**config.mk**
```make
export PLATFORM = sky130hd
export DESIGN_NAME = gpio_bank
export DESIGN_NICKNAME = d
export VERILOG_FILES = /design/src/rtl/gpio_bank_pkg.sv /design/src/rtl/gpio_port.sv /design/src/rtl/gpio_bank.sv
export SDC_FILE = /design/constraint.sdc
export NUM_CORES = 1
export LEC_CHECK = 0
export CORE_ASPECT_RATIO = 1.75
export CORE_MARGIN = 1
export CORE_UTILIZATION = 55
export CTS_CLUSTER_DIAMETER = 80
export DETAILED_ROUTE_END_ITERATION = 16
export GPL_ROUTABILITY_DRIVEN = 0
export PLACE_DENSITY = 0.79
export SLEW_MARGIN = 30
export SYNTH_ARGS = -nofsm -noshare
export SYNTH_HDL_FRONTEND = slang
export SYNTH_SLANG_ARGS = --single-unit
```
**constraint.sdc**
```tcl
create_clock -name clk -period 5.7 [get_ports clk]
set_clock_uncertainty 0.1 [all_clocks]
set_input_delay 0.57 -clock clk [delete_from_list [all_inputs] [get_ports clk]]
set_output_delay 0.57 -clock clk [all_outputs]
set_load 0.01 [all_outputs]
```
**src/rtl/gpio_bank_pkg.sv**
```systemverilog
// gpio_bank_pkg: shared register-map constants for the GPIO bank.
//   REG_DATA/REG_DDR/REG_IER/REG_IFR : per-port register offsets from port base
//   REGS_PER_PORT                    : address stride between ports
//   pol_addr()                       : address of the global POL register
package gpio_bank_pkg;

  localparam int REG_DATA      = 0;
  localparam int REG_DDR       = 1;
  localparam int REG_IER       = 2;
  localparam int REG_IFR       = 3;
  localparam int REGS_PER_PORT = 4;

  // The POL register sits directly after the last port's register block.
  function automatic int pol_addr(input int nports);
    return REGS_PER_PORT * nports;
  endfunction

endpackage

```
**src/rtl/gpio_port.sv**
```systemverilog
// gpio_port: one bidirectional GPIO port.
// Holds the output register (OR), data-direction register (DDR), interrupt
// enable (IER) and sticky interrupt flags (IFR), plus a 2-flop pad
// synchroniser, a previous-sample register and the edge qualifier.
//   clk, rst          : clock, asynchronous active-high reset
//   wr_data..wr_ifr   : decoded single-cycle write strobes from the bank
//   din               : write data
//   pol               : edge sense, 0 = falling, 1 = rising
//   warm_done         : high once the synchroniser has flushed after reset
//   port_i            : raw pad inputs (asynchronous to clk)
//   port_o, port_oe   : OR and DDR values driven to the pads
//   pin_view          : OR where driving, synchronised pad where not
//   ier, ifr          : register values for readback
//   irq_any           : at least one enabled flag is set
module gpio_port #(
  parameter int WIDTH = 8
) (
  input  logic             clk,
  input  logic             rst,
  input  logic             wr_data,
  input  logic             wr_ddr,
  input  logic             wr_ier,
  input  logic             wr_ifr,
  input  logic [WIDTH-1:0] din,
  input  logic             pol,
  input  logic             warm_done,
  input  logic [WIDTH-1:0] port_i,
  output logic [WIDTH-1:0] port_o,
  output logic [WIDTH-1:0] port_oe,
  output logic [WIDTH-1:0] pin_view,
  output logic [WIDTH-1:0] ier,
  output logic [WIDTH-1:0] ifr,
  output logic             irq_any
);

  logic [WIDTH-1:0] or_q, or_d;
  logic [WIDTH-1:0] ddr_q, ddr_d;
  logic [WIDTH-1:0] ier_q, ier_d;
  logic [WIDTH-1:0] ifr_q, ifr_d;
  logic [WIDTH-1:0] s1_q, s1_d;
  logic [WIDTH-1:0] s2_q, s2_d;
  logic [WIDTH-1:0] prev_q, prev_d;
  logic [WIDTH-1:0] ddr_prev_q, ddr_prev_d;

  logic [WIDTH-1:0] edge_raw;
  logic [WIDTH-1:0] edge_qual;

  always_comb begin
    // NOTE: every always_comb output gets a default first so no path leaves it unassigned and infers a latch.
    or_d       = or_q;
    ddr_d      = ddr_q;
    ier_d      = ier_q;
    s1_d       = port_i;
    s2_d       = s1_q;
    prev_d     = s2_q;
    ddr_prev_d = ddr_q;

    if (wr_data) or_d  = din;
    if (wr_ddr)  ddr_d = din;
    if (wr_ier)  ier_d = din;

    edge_raw = pol ? (s2_q & ~prev_q) : (~s2_q & prev_q);

    // Only input bits that were inputs last cycle too may flag, so flipping
    // a bit's direction can never masquerade as a pad edge.
    edge_qual = edge_raw & ~ddr_q & ~ddr_prev_q & {WIDTH{warm_done}};

    // Clear first, then OR in new edges: a set in the same cycle wins.
    ifr_d = ifr_q;
    if (wr_ifr) ifr_d = ifr_d & ~din;
    ifr_d = ifr_d | edge_qual;
  end

  // NOTE: sequential state uses non-blocking (<=) so every flop samples pre-edge values, independent of statement order.
  always_ff @(posedge clk or posedge rst) begin
    if (rst) begin
      or_q       <= '0;
      ddr_q      <= '0;
      ier_q      <= '0;
      ifr_q      <= '0;
      s1_q       <= '0;
      s2_q       <= '0;
      prev_q     <= '0;
      ddr_prev_q <= '0;
    end else begin
      or_q       <= or_d;
      ddr_q      <= ddr_d;
      ier_q      <= ier_d;
      ifr_q      <= ifr_d;
      s1_q       <= s1_d;
      s2_q       <= s2_d;
      prev_q     <= prev_d;
      ddr_prev_q <= ddr_prev_d;
    end
  end

  assign port_o   = or_q;
  assign port_oe  = ddr_q;
  assign pin_view = (or_q & ddr_q) | (s2_q & ~ddr_q);
  assign ier      = ier_q;
  assign ifr      = ifr_q;
  assign irq_any  = |(ifr_q & ier_q);

endmodule

```
**src/rtl/gpio_bank.sv**
```systemverilog
// gpio_bank: NPORTS x WIDTH GPIO block on the internal chip bus.
// Per-port DATA/DDR/IER/IFR at base 4p, global POL at 4*NPORTS; read data is
// registered (one cycle latency) and irq is a registered OR of enabled flags.
//   clk, rst        : clock, asynchronous active-high reset
//   en, we, addr    : bus select, write/read, register address
//   din             : write data
//   dout, oe        : registered read data and its one-cycle valid
//   port_o, port_oe : output register and direction per bit, port p at [p*WIDTH +: WIDTH]
//   port_i          : asynchronous pad inputs
//   irq             : level interrupt request
module gpio_bank
  import gpio_bank_pkg::*;
#(
  parameter int NPORTS = 2,
  parameter int WIDTH  = 8,
  parameter int AW     = $clog2(REGS_PER_PORT * NPORTS + 1)
) (
  input  logic                    clk,
  input  logic                    rst,
  input  logic                    en,
  input  logic                    we,
  input  logic [AW-1:0]           addr,
  input  logic [WIDTH-1:0]        din,
  output logic [WIDTH-1:0]        dout,
  output logic                    oe,
  output logic [NPORTS*WIDTH-1:0] port_o,
  output logic [NPORTS*WIDTH-1:0] port_oe,
  input  logic [NPORTS*WIDTH-1:0] port_i,
  output logic                    irq
);

  localparam logic [AW-1:0] POL_ADDR = AW'(pol_addr(NPORTS));

  logic             wr_en, rd_en;
  logic [WIDTH-1:0] pin_view [NPORTS];
  logic [WIDTH-1:0] ier      [NPORTS];
  logic [WIDTH-1:0] ifr      [NPORTS];
  logic [NPORTS-1:0] irq_any;

  logic [NPORTS-1:0] pol_q, pol_d;
  logic [1:0]        warm_q, warm_d;
  logic              warm_done;
  logic [WIDTH-1:0]  rdata;
  logic [WIDTH-1:0]  dout_q, dout_d;
  logic              oe_q, oe_d;
  logic              irq_q, irq_d;

  assign wr_en     = en & we;
  assign rd_en     = en & ~we;
  assign warm_done = (warm_q == 2'd3);

  for (genvar p = 0; p < NPORTS; p++) begin : g_port
    localparam logic [AW-1:0] BASE = AW'(p * REGS_PER_PORT);

    gpio_port #(.WIDTH(WIDTH)) u_port (
      .clk       (clk),
      .rst       (rst),
      .wr_data   (wr_en && (addr == BASE + AW'(REG_DATA))),
      .wr_ddr    (wr_en && (addr == BASE + AW'(REG_DDR))),
      .wr_ier    (wr_en && (addr == BASE + AW'(REG_IER))),
      .wr_ifr    (wr_en && (addr == BASE + AW'(REG_IFR))),
      .din       (din),
      .pol       (pol_q[p]),
      .warm_done (warm_done),
      .port_i    (port_i[p*WIDTH +: WIDTH]),
      .port_o    (port_o[p*WIDTH +: WIDTH]),
      .port_oe   (port_oe[p*WIDTH +: WIDTH]),
      .pin_view  (pin_view[p]),
      .ier       (ier[p]),
      .ifr       (ifr[p]),
      .irq_any   (irq_any[p])
    );
  end

  // Read mux: unmapped addresses fall through to zero.
  always_comb begin
    rdata = '0;
    for (int p = 0; p < NPORTS; p++) begin
      if (addr == AW'(p * REGS_PER_PORT + REG_DATA)) rdata = pin_view[p];
      if (addr == AW'(p * REGS_PER_PORT + REG_DDR))  rdata = port_oe[p*WIDTH +: WIDTH];
      if (addr == AW'(p * REGS_PER_PORT + REG_IER))  rdata = ier[p];
      if (addr == AW'(p * REGS_PER_PORT + REG_IFR))  rdata = ifr[p];
    end
    if (addr == POL_ADDR) rdata[NPORTS-1:0] = pol_q;
  end

  always_comb begin
    pol_d  = pol_q;
    if (wr_en && (addr == POL_ADDR)) pol_d = din[NPORTS-1:0];

    // Saturates at 3: by then the synchroniser and prev hold real pad
    // samples, so a pad already high at reset cannot look like an edge.
    warm_d = warm_done ? warm_q : warm_q + 2'd1;

    dout_d = rd_en ? rdata : '0;
    oe_d   = rd_en;
    irq_d  = |irq_any;
  end

  always_ff @(posedge clk or posedge rst) begin
    if (rst) begin
      pol_q  <= '0;
      warm_q <= '0;
      dout_q <= '0;
      oe_q   <= 1'b0;
      irq_q  <= 1'b0;
    end else begin
      pol_q  <= pol_d;
      warm_q <= warm_d;
      dout_q <= dout_d;
      oe_q   <= oe_d;
      irq_q  <= irq_d;
    end
  end

  assign dout = dout_q;
  assign oe   = oe_q;
  assign irq  = irq_q;

endmodule

```
**After elaboration in Yosys (flattened, before gate mapping)**

Index checks and enable logic that the tools add are counted.

- Bits in registers: 142
- Bits of input ports: 32
- Output and inout bits: 42
- Word-level logic and storage cells: 90

- Add/sub/neg operators: 1
- Equal/unequal tests: 9
- Mux-type cells: 14
- Bitwise gates (word level): 34
- Reductions and logical operators: 11

Operators with widths:

| cell | count |
|---|---|
| AND 8 bit | 18 |
| two-way mux 8 bit | 13 |
| NOT 8 bit | 9 |
| bitwise OR 8 bit | 4 |
| == test 4 x 3 -> 1 bit, second input constant | 4 |
| OR reduction 16 bit | 1 |
| logical AND 1 bit | 9 |
| == test 4 x 2 -> 1 bit, second input constant | 2 |
| == test 4 x 1 -> 1 bit, second input constant | 1 |
| == test 4 bit, second input constant | 1 |
| zero test 4 bit | 1 |
| adder 2 x 1 -> 2 bit, second input constant | 1 |
| AND 1 bit | 2 |
| == test 2 bit, second input constant | 1 |
| two-way mux 2 bit | 1 |
| NOT 1 bit | 1 |

**Depth between registers and ports, before layout**

Gate-level depths: netlist of run 1.

- Depth after elaboration: 13
- Depth in mapped cells: 7
- Mapped depth without buffers: 4

**Cells and area by module**

From an unflattened synthesis of run 1, not the netlist that was laid out.

- Cells, all modules: 437
- Area, all modules: 5,968.2 um^2

By module, submodules not included:

| module | instances | cells each | area an instance (um^2) | sequential area each (um^2) |
|---|---|---|---|---|
| gpio_port | 2 | 156 | 2,356.0 | 1,601.5 |
| gpio_bank | 1 | 125 | 1,256.2 | 350.3 |

**Worst setup path after synthesis of run 1**

OpenSTA, ideal clock, no wires.

- Path kind: input to register
- From: input port addr[2]
- To: register pol_q[0]
- Library setup time: 125 ps
- Arrival: 1,674 ps
- Required time: 5,475 ps
- Slack: 3,801 ps
- Cell stages on the path: 4
- Buffers on the path: 1
- Cell sequence: buf_2 > nor4b_2 > and3_1 > mux2_2

- Longest elaborated chain between the ends: 2

Ends and longest elaborated chain:

| element | RTL line | RTL |
|---|---|---|
| start: declaration | gpio_bank.sv:22 | `input logic [AW-1:0] addr,` |
| == test 4 bit | gpio_bank.sv:89 | `if (wr_en && (addr == POL_ADDR)) pol_d = din[NPORTS-1:0];` |
| logical AND 1 bit | gpio_bank.sv:89 |  |
| end signal: assignment | gpio_bank.sv:108 | `pol_q <= pol_d;` |
| end: declaration | gpio_bank.sv:40 | `logic [NPORTS-1:0] pol_q, pol_d;` |

No other way between the ends.
A chain may end at the register's enable or synchronous reset.

**Worst setup path after layout of run 1**

- From: input port addr[2]
- To: register dout_q[2] (netlist: dout[2])

- Longest elaborated chain between the ends: 10
- Elaborated cells on any way between the ends: 17
- Those cells by class: 7 x eq/ne; 9 x mux; 1 x reduce/logical

Ends and longest elaborated chain:

| element | RTL line | RTL |
|---|---|---|
| zero test 4 bit | gpio_bank.sv:79 | `if (addr == AW'(p * REGS_PER_PORT + REG_DATA)) rdata = pin_view[p];` |
| two-way mux 8 bit | gpio_bank.sv:79 |  |
| two-way mux 8 bit | gpio_bank.sv:80 | `if (addr == AW'(p * REGS_PER_PORT + REG_DDR)) rdata = port_oe[p*WIDTH +: WIDTH];` |
| two-way mux 8 bit | gpio_bank.sv:81 | `if (addr == AW'(p * REGS_PER_PORT + REG_IER)) rdata = ier[p];` |
| two-way mux 8 bit | gpio_bank.sv:82 | `if (addr == AW'(p * REGS_PER_PORT + REG_IFR)) rdata = ifr[p];` |
| two-way mux 8 bit | gpio_bank.sv:79 |  |
| two-way mux 8 bit | gpio_bank.sv:80 |  |
| two-way mux 8 bit | gpio_bank.sv:81 |  |
| two-way mux 8 bit (*) | gpio_bank.sv:82 |  |
| two-way mux 8 bit (*) | gpio_bank.sv:95 | `dout_d = rd_en ? rdata : '0;` |
| via dout_d[2] | gpio_bank.sv:44 | `logic [WIDTH-1:0] dout_q, dout_d;` |
| end signal: assignment | gpio_bank.sv:110 | `dout_q <= dout_d;` |
| end: declaration | gpio_bank.sv:44 |  |

Mark *: on every way through the listed nets, which the timed path passes. The rest lies on a longest branch.

==> impl_results.md, run 1 <==
* Post-synthesis compound-gate area fraction at 11.1%
* XOR/XNOR share of the synthesized area at less than 1%
* Routed vias at 4123
* Pwr Density at 386 nW/um^2
* Most instantiated library cell after synthesis: dfrtp_1
* Starting Density at between 50% and 60%
* PostCTS Resize Cnt at 0
* Mapped Area at 5790 um^2
* Nets@finish at between 500 and 600
* Fin area at a little over 7000 um^2
* Critical Path Source Type: input pin
* Mapped Nets at about 500
* Synth top area cells: dfrtp_1 (61%), mux2_2 (8.0%), nand2_1 (4.0%)
* Diode count at 0
* Die Height at 138 um
* First-pass GRT wire length at about 23 mm
* Total power at between 2 and 3 mW
* Slew margin rel. at between 30% and 40%
* Worst-skew pair later-pin latency at 0.42 ns
* Post-DRT Antenna Nets at 0
* Top cells by count, synth: dfrtp_1 (142), nand2_1 (61), mux2_2 (41), nor2_1 (37), o21ai_0 (33)
* Drt pass-1 iters at 6
* Clock-pin slew on the worst setup and hold paths at 0.06 ns
* CTS Buf Count at 17
* Core Area at approximately 10000 um^2
* Crit Path Class: input pin to register
* Area delta synth->final at 23.9%
* Vias per cell at between 6 and 7
* Main synth FF type: dfrtp_1
* CTS root buf: clkbuf_16
* Mux contribution to synthesized area at a little over an eighth
* Worst hold path class: register to register
* Layout fillers at ~720
* Worst vdd ir at about 250 uV
* Drt drc at 0
* Pin count of the biggest net entering global routing at 97
* Slew at the pin with the worst max-slew slack at between 0.9 and 1 ns
* Synth Area in Adders at 0.216%
* Period utilisation layout at between 40% and 50%
* Final setup viols at 0
* Max-Cap Viols at 0
* Post-Synth Simple-Gate Area at 11.1%
* Num rows at 49
* Max Buffers Root-to-Sink at 2
* Reg2reg path depth at 3
* Final wirelength at ~14 mm
* Die Width at 79.6 um
* Arr. time, crit path at around 2.8 ns
* H-tree levels at 4
* Dpl cell area at about 6600 um^2
* Flops & latches, synth at ~140
* F_max at 381 MHz
* Synth unique cells at 53
* Mapped Cells at roughly 460
* Hold Violations, Final at 0
* Initial antenna violation count at 0
* Max-slew violations at 0
* Wirelength per Cell at 21.1 um
* EDFF count, synth at 0
* DR iter-0 viols at around 370
* Setup TNS at 0 ns
* Ys Warns at 0
* Final hold slack at around 0.25 ns
* Post-CTS Setup Inserts at 0
* Largest area contributor in the netlist: dfrtp_1
* CTS tree: done
* Critical Path Fanout Max at 18
* Grt total ovfl at 0
* Ratio of cells with drive above 1 in the final layout at roughly 18%
* Port bufs at 73
* Async S/R FF share, synth at 100%
* Syn Area/Cell at around 12 um^2
* Largest family of logic cells by synthesized area: multiplexers
* Worst Path Required at between 5 and 6 ns
* I/O Pins at 74
* Unrepaired setup endpoints after global routing: no
* Die area at 11000 um^2
* Yosys top cell area share at around three fifths
* Status: complete, no violations
* CTS Hold Buffers Added at 0
* Hold Path Depth at 0
* Vias in the first global route at roughly 4200
* Worst Setup End Kind: register
* Sink Count at between 100 and 150
* GRT Overall Usage at between 20% and 30%
* P_leak at roughly 3.1 nW
* Tmin final at approximately 2.6 ns
* Sequential share of the synthesized area at ~61%
* Post-DP HPWL at just over 9 mm
## logic make-up after synthesis
kind of cell,count (synthesis)
adders and majority gates,1
xor gates and xnor gates,1
and+or+nand+nor,135
AOI/OAI and AO/OA,90
DFF,142
buffers and inverters,27
muxes,68
## area by class of cell
class / instances / area (um^2) / area share (%)
flip-flops and latches: 142 / 3550 / 49.5
inverters: 6 / 27.5 / 0.384
clock buffers: 17 / 425 / 5.93
clock inverters: 15 / 185 / 2.58
multi-input cells: 295 / 2100 / 29.2
well taps: 127 / 159 / 2.21
repair buffers: 74 / 728 / 10.1
## registers in the layout, summed over array words and instances (netlist names)
signal,flops
g_port.u_port.prev_q,16
g_port.u_port.prev_d,16
g_port.u_port.ier,16
g_port.u_port.port_oe,16
g_port.u_port.s1_q,16
irq,1
pol_q,2
g_port.u_port.ddr_prev_q,16
warm_q,2
g_port.u_port.port_o,16
oe,1
g_port.u_port.ifr,16
dout,8
## path summary, 6_finish.rpt
kind / from / end / slack, ns
setup / recovery: addr[2] / dout[2] / 3.08
hold / removal: g_port[0].u_port.s1_q[5] / g_port[0].u_port.prev_d[5] / 0.25
setup reg to reg: g_port[0].u_port.port_oe[0] / dout[0] / 3.90
hold reg to reg: g_port[0].u_port.s1_q[5] / g_port[0].u_port.prev_d[5] / 0.25
max in group asynchronous: rst / g_port[1].u_port.port_oe[4] / 3.73
min in group asynchronous: rst / g_port[0].u_port.s1_q[0] / 0.59
## metal layers
metal / up-vias / wire length, um / global-route usage [%]
li1: 1810 / - / -
met1: 2070 / 5350 / 34.7
met2: 198 / 7510 / 46.4
met3: 45 / 794 / 7.62
met4: 0 / 638 / 16.4
met5: - / 0 / 0
## worst max-delay path: stages
cell	delay, ns
clkdlybuf4s50_1	0.97
nor2b_1	0.54
nand3_1	0.27
o21ai_0	0.29
a211oi_1	0.11
## stage by stage
step / cells / util (%) / worst slack (ns)
after floorplan: 464 / - / 1.22
after global placement: 644 / 64.2 / 2.55
after detailed placement: 644 / 64.2 / 2.50
after CTS: 676 / 70.1 / 2.94
after global routing: 676 / 70.1 / 2.96
final: 676 / 70.1 / 3.08
## cells in the final DEF (no fill, tap or decap), types with 8 or more instances in the layout
master / count
dfrtp_1: 142
clkdlybuf4s50_1: 71
nand2_1: 61
mux2_2: 41
nor2_1: 37
o21ai_0: 33
clkbuf_16: 17
a32o_1: 16
mux2i_1: 13
mux2_4: 8
## where the power goes
group          switching (mW)  internal (mW)
clock                   0.434          0.694
combinational           0.175          0.222
sequential              0.121           1.13
total                   0.730           2.04
Power figures use the tool's default switching activity.
==> run 2, diff against run 1 <==
==> constraint.sdc (replaced) <==
create_clock -name clk -period 2.62 [get_ports clk]
set_clock_uncertainty 0.1 [all_clocks]
set_input_delay 0.262 -clock clk [delete_from_list [all_inputs] [get_ports clk]]
set_output_delay 0.262 -clock clk [all_outputs]
set_load 0.01 [all_outputs]
==> run 2 against run 1 <==
  * First-iteration DRC count decreased by 20%
  * Routed wire length is 1.3% higher
  * Utilization rose by 1.1 points
  * Critical path depth shrank 1
  * Clock power up 110%
  * Sequential power is 120% higher
  * Non-clock buffer count rose by 13
  * Count of clock-buffer cells in the layout rose by 2
  * Register-to-register slack got worse by 2.9 ns
  * Die area stayed put
  * Via count increased by 1.7%
==> impl_results.md, run 2 (synthesis results as in run 1) <==
* Status: complete, no violations
* Vias in the first global route at roughly 4400
* Pwr Density at between 800 and 900 nW/um^2
* Reg2reg setup slack at between 0.9 and 1 ns
* Slew at the pin with the worst max-slew slack at between 0.7 and 0.8 ns
* Diode count at 0
* Setup TNS at 0 ns
* Crit path buf inv count at 1
* Final wirelength at about 14 mm
* Initial antenna violation count at 0
* Setup WS post-layout at around 0.62 ns
* First-pass GRT wire length at 23.1 mm
* Core Area at between 10000 and 15000 um^2
* Worst vdd ir at 648 uV
* Pin count of the biggest net entering global routing at 40
* Slew margin rel. at around half
* Vias per cell at 6.09
* Worst Setup End Kind: register
* H-tree levels at 4
* Post-CTS Setup Inserts at 0
* Post-DRT Antenna Nets at 0
* Drt pass-1 iters at 5
* Die Height at approximately 140 um
* Final setup viols at 0
* Sink Count at 142
* Critical Path Fanout Max at 15
* Slowest cell on crit path: clkdlybuf4s50_1
* Pre-CTS setup slack at roughly 0.24 ns
* CTS root buf: clkbuf_16
* GRT Overall Usage at slightly below 30%
* PostCTS Resize Cnt at 0
* Total power at about 5.9 mW
* CP peak stage delay at 0.83 ns
* Critical Path Source Type: input pin
* Max-Cap Viols at 0
* CTS tree: done
* Period utilisation layout at about three quarters
* P_leak at between 3 and 4 nW
* Commonest non-fill, non-tap cell in the layout: dfrtp_1
* Ratio of cells with drive above 1 in the final layout at between 10% and 20%
* Post-DP HPWL at roughly 10 mm
* Port bufs at 73
* I/O Pins at 74
* Starting Density at a little under three fifths
* CTS Buf Count at 17
* Nets@finish at between 500 and 600
* Layout fillers at between 600 and 700
* Hold Violations, Final at 0
* Max-slew violations at 0
* Clock-pin slew on the worst setup and hold paths at around 0.060 ns
* Final hold slack at between 0.15 and 0.2 ns
* Num rows at between 40 and 50
* Worst Path Required at between 2 and 3 ns
* Worst hold path class: input pin to async pin
* Cell Chain, Critical Path: clkdlybuf4s50_1 -> nand2b_1 -> nor2_2 -> mux2_2
* Crit Path Class: input pin to register
* F_max at between 500 and 600 MHz
* Arr. time, crit path at 2.20 ns
* R2r startpoint: g_port[1].u_port.port_oe[4]
* Routed vias at 4195
* Wirelength per Cell at 21.0 um
* Most frequent cells in the layout: dfrtp_1 (142), clkdlybuf4s50_1 (72), nand2_1 (61)
* Die Width at about 80 um
* Drt drc at 0
* Max Buffers Root-to-Sink at 2
* Area delta synth->final at 25.8%
* Tmin final at about 2.0 ns
* Die area at approximately 11000 um^2
* Top cell family by delay on the critical path: buffers and inverters
* DR iter-0 viols at about 300
* CTS Hold Buffers Added at 0
* Grt total ovfl at 0
* Worst-skew pair later-pin latency at roughly 0.42 ns
* WP depth at 4
* Unrepaired setup endpoints after global routing: no
* RR Endpoint: dout[4]
* Reg2reg path depth at 4
-- run 2: changes by cell type in the layout (fill, tap and decap cells not counted), sizes merged --
cell | before | now
clkinvlp | 2 | 5
bufinv | 3 | 2
buf | 3 | 15
clkdlybuf4s50 | 71 | 72
inv | 10 | 6
clkbuf | 17 | 19
-- run 2: where the power goes --
part           internal, mW  total (mW)  switching (mW)
registers              2.45        2.72           0.266
logic                 0.499       0.882           0.383
clock network          1.43        2.34           0.917
-- run 2: worst max path at each step --
stage,start,to
5_1_grt,addr[1],g_port[1].u_port.ier[6]
4_1_cts,addr[1],g_port[1].u_port.ier[6]
3_5_place_dp,addr[1],g_port[1].u_port.ier[6]
6_report,addr[1],g_port[1].u_port.ier[6]
3_3_place_gp,addr[1],g_port[1].u_port.ier[6]
2_1_floorplan,rst,dout[0]
-- run 2: worst register-to-register path, stage by stage, from the launching register on --
cell	delay (ns)
dfrtp_1	0.45
mux2_2	0.37
mux4_2	0.47
nand2_1	0.09
a21boi_1	0.06
-- run 2: per-layer routing --
metal,track usage (%),part of all wire [%],up-vias
met3,5.56,4.6,54
met5,0,0,-
met2,48.7,53,178
met4,20.8,5.7,0
li1,-,-,1837
met1,33.6,37,2126
-- run 2: cell type report --
type	count	area, um^2	area share [%]
clock buffers	19	443	6.08
clock inverters	13	140	1.92
inverters	6	26.3	0.361
multi-input cells	295	2100	28.8
flip-flops and latches	142	3550	48.8
well taps	127	159	2.18
repair buffers	87	868	11.9
-- run 2: through the flow --
stage | cells | utilization, % | cell area, um^2
global route | 689 | 71.2 | 7290
finish | 689 | 71.2 | 7290
floorplan | 464 | - | 5800
CTS | 689 | 71.2 | 7290
global placement | 657 | 65.5 | 6700
detailed placement | 657 | 65.5 | 6700
==> run 3, diff against run 2 <==
==> constraint.sdc (replaced) <==
create_clock -name clk -period 1.85 [get_ports clk]
set_clock_uncertainty 0.1 [all_clocks]
set_input_delay 0.185 -clock clk [delete_from_list [all_inputs] [get_ports clk]]
set_output_delay 0.185 -clock clk [all_outputs]
set_load 0.01 [all_outputs]
==> run 3 against run 2 <==
  * Worst hold slack got worse by 0.060 ns
  * Clock power rose by 52%
  * Combinational power increased by 45%
  * Sequential share of layout area down 1.7 points
  * Die area did not move
  * Global-route usage down 0.53 points
==> impl_results.md, run 3 (synthesis results as in run 1) <==
* Status: complete, no violations
* Setup WS post-layout at roughly 0.072 ns
* Final setup viols at 0
* Unrepaired setup endpoints after global routing: no
* Clock power share at between 40% and 50%
* Port bufs at 73
* Area delta synth->final at 30.3%
* Wirelength per Cell at ~20 um
* Setup TNS at 0 ns
* Die Height at about 140 um
* Ratio of cells with drive above 1 in the final layout at roughly 23%
* Hold Violations, Final at 0
* Worst Path Required at roughly 1.6 ns
* CTS root buf: clkbuf_16
* DR iter-0 viols at 247
* Max Buffers Root-to-Sink at 2
* Slew margin rel. at a little over half
* First-pass GRT wire length at 22.7 mm
* Post-DP HPWL at a little over 10 mm
* Tmin final at approximately 1.8 ns
* Grt total ovfl at 0
* CP peak stage delay at 0.60 ns
* Final wirelength at around 15 mm
* Max-slew violations at 0
* Max-Cap Viols at 0
* CTS Buf Count at 17
* CTS Hold Buffers Added at 0
* CTS tree: done
* Die Width at 79.6 um
* I/O Pins at 74
* Critical Path Fanout Max at 6
* Worst vdd ir at ~870 uV
* Placed insts at between 600 and 700
* Post-route insts no fill at about 720
* Slowest cell on crit path: clkdlybuf4s50_1
* Diode count at 0
* Pwr Density at approximately 1200 nW/um^2
* Starting Density at 56.6%
* PostCTS Resize Cnt at 0
* Cell Chain, Critical Path: clkdlybuf4s50_1
* Internal power at ~6.4 mW
* Net Switching at approximately 2.2 mW
* Most frequent cells in the layout: dfrtp_1 (142), clkdlybuf4s50_1 (72), nand2_1 (61)
* Slew at the pin with the worst max-slew slack at between 0.7 and 0.8 ns
* Vias per cell at approximately 6
* Commonest non-fill, non-tap cell in the layout: dfrtp_1
* Post-DRT Antenna Nets at 0
* Clock-pin slew on the worst setup and hold paths at around 0.06 ns
* Pre-CTS setup slack at -0.277 ns
* Crit Path Class: register to output port
* H-tree levels at 4
* Sequential share of power at between 40 and 50%
* Drt pass-1 iters at 4
* Vias in the first global route at ~4400
* GRT Overall Usage at around 29%
* P_leak at between 3 and 4 nW
* Total power at 8.68 mW
* F_max at 562 MHz
* Worst hold path class: input pin to register
* Initial antenna violation count at 0
* Worst-skew pair later-pin latency at roughly 0.42 ns
* Routed vias at between 4000 and 5000
* Combinational Power Share at between 10% and 20%
* Nets@finish at between 600 and 700
* Core Area at about 10000 um^2
* Top cell family by delay on the critical path: buffers and inverters
* Sink Count at about 140
* Pin count of the biggest net entering global routing at a little under 70
* Fraction of power spent switching nets at ~26%
* Crit path buf inv count at 1
* Num rows at about 50
* Period utilisation layout at 96.1%
* Die area at approximately 11000 um^2
* Post-CTS Setup Inserts at 0
* Worst Setup End Kind: output port
* Drt drc at 0
* Critical Path Source Type: register
* Arr. time, crit path at 1.49 ns
run 3: final cells by class:
cell class | instances | area [um^2]
Clock inverter | 11 | 154
Multi-Input combinational cell | 295 | 2100
Clock buffer | 21 | 470
Timing Repair Buffer | 116 | 1090
Tap cell | 127 | 159
Fill cell | 676 | 2690
Sequential cell | 142 | 3550
Inverter | 6 | 26.3
run 3: worst paths after layout:
kind	slack, ns	depth (start not counted)	to	startpoint
worst max-delay path	0.07	1	port_oe[8]	g_port[1].u_port.port_oe[0]
worst min-delay path	0.11	1	g_port[0].u_port.s1_q[5]	port_i[5]
worst max register to register	0.13	4	dout[0]	g_port[0].u_port.port_oe[0]
worst min register to register	0.25	0	g_port[1].u_port.prev_d[6]	g_port[1].u_port.s1_q[6]
max in group asynchronous	1.07	3	dout[2]	rst
min in group asynchronous	0.13	3	g_port[1].u_port.s1_q[4]	rst
run 3: through the flow:
| stage | utilization [%] | instance area [um^2] | hold WS (ns) |
|---|---|---|---|
| after floorplan | - | 5800 | 0.116 |
| after global placement | 67.6 | 6920 | 0.232 |
| after detailed placement | 67.6 | 6920 | 0.236 |
| after CTS | 73.7 | 7550 | 0.0996 |
| after global routing | 73.7 | 7550 | 0.0975 |
| final | 73.7 | 7550 | 0.106 |
run 3: metal layers:
layer  part of all wire, %  track usage [%]  vias up
met4                   5.3             18.7        0
li1                      -                -     1892
met3                   5.0             6.49       54
met1                    37             31.7     2214
met5                     0                0        -
met2                    53             49.2      155
run 3: power groups by stage:
| stage | Combinational, mW | Clock [mW] | Sequential (mW) |
|---|---|---|---|
| 2_1_floorplan | 0.659 | 0 | 3.81 |
| 3_3_place_gp | 1.23 | 0 | 3.85 |
| 3_5_place_dp | 1.27 | 0 | 3.88 |
| 4_1_cts | 1.29 | 3.59 | 3.84 |
| 5_1_grt | 1.38 | 3.73 | 3.89 |
| 6_report | 1.28 | 3.56 | 3.84 |
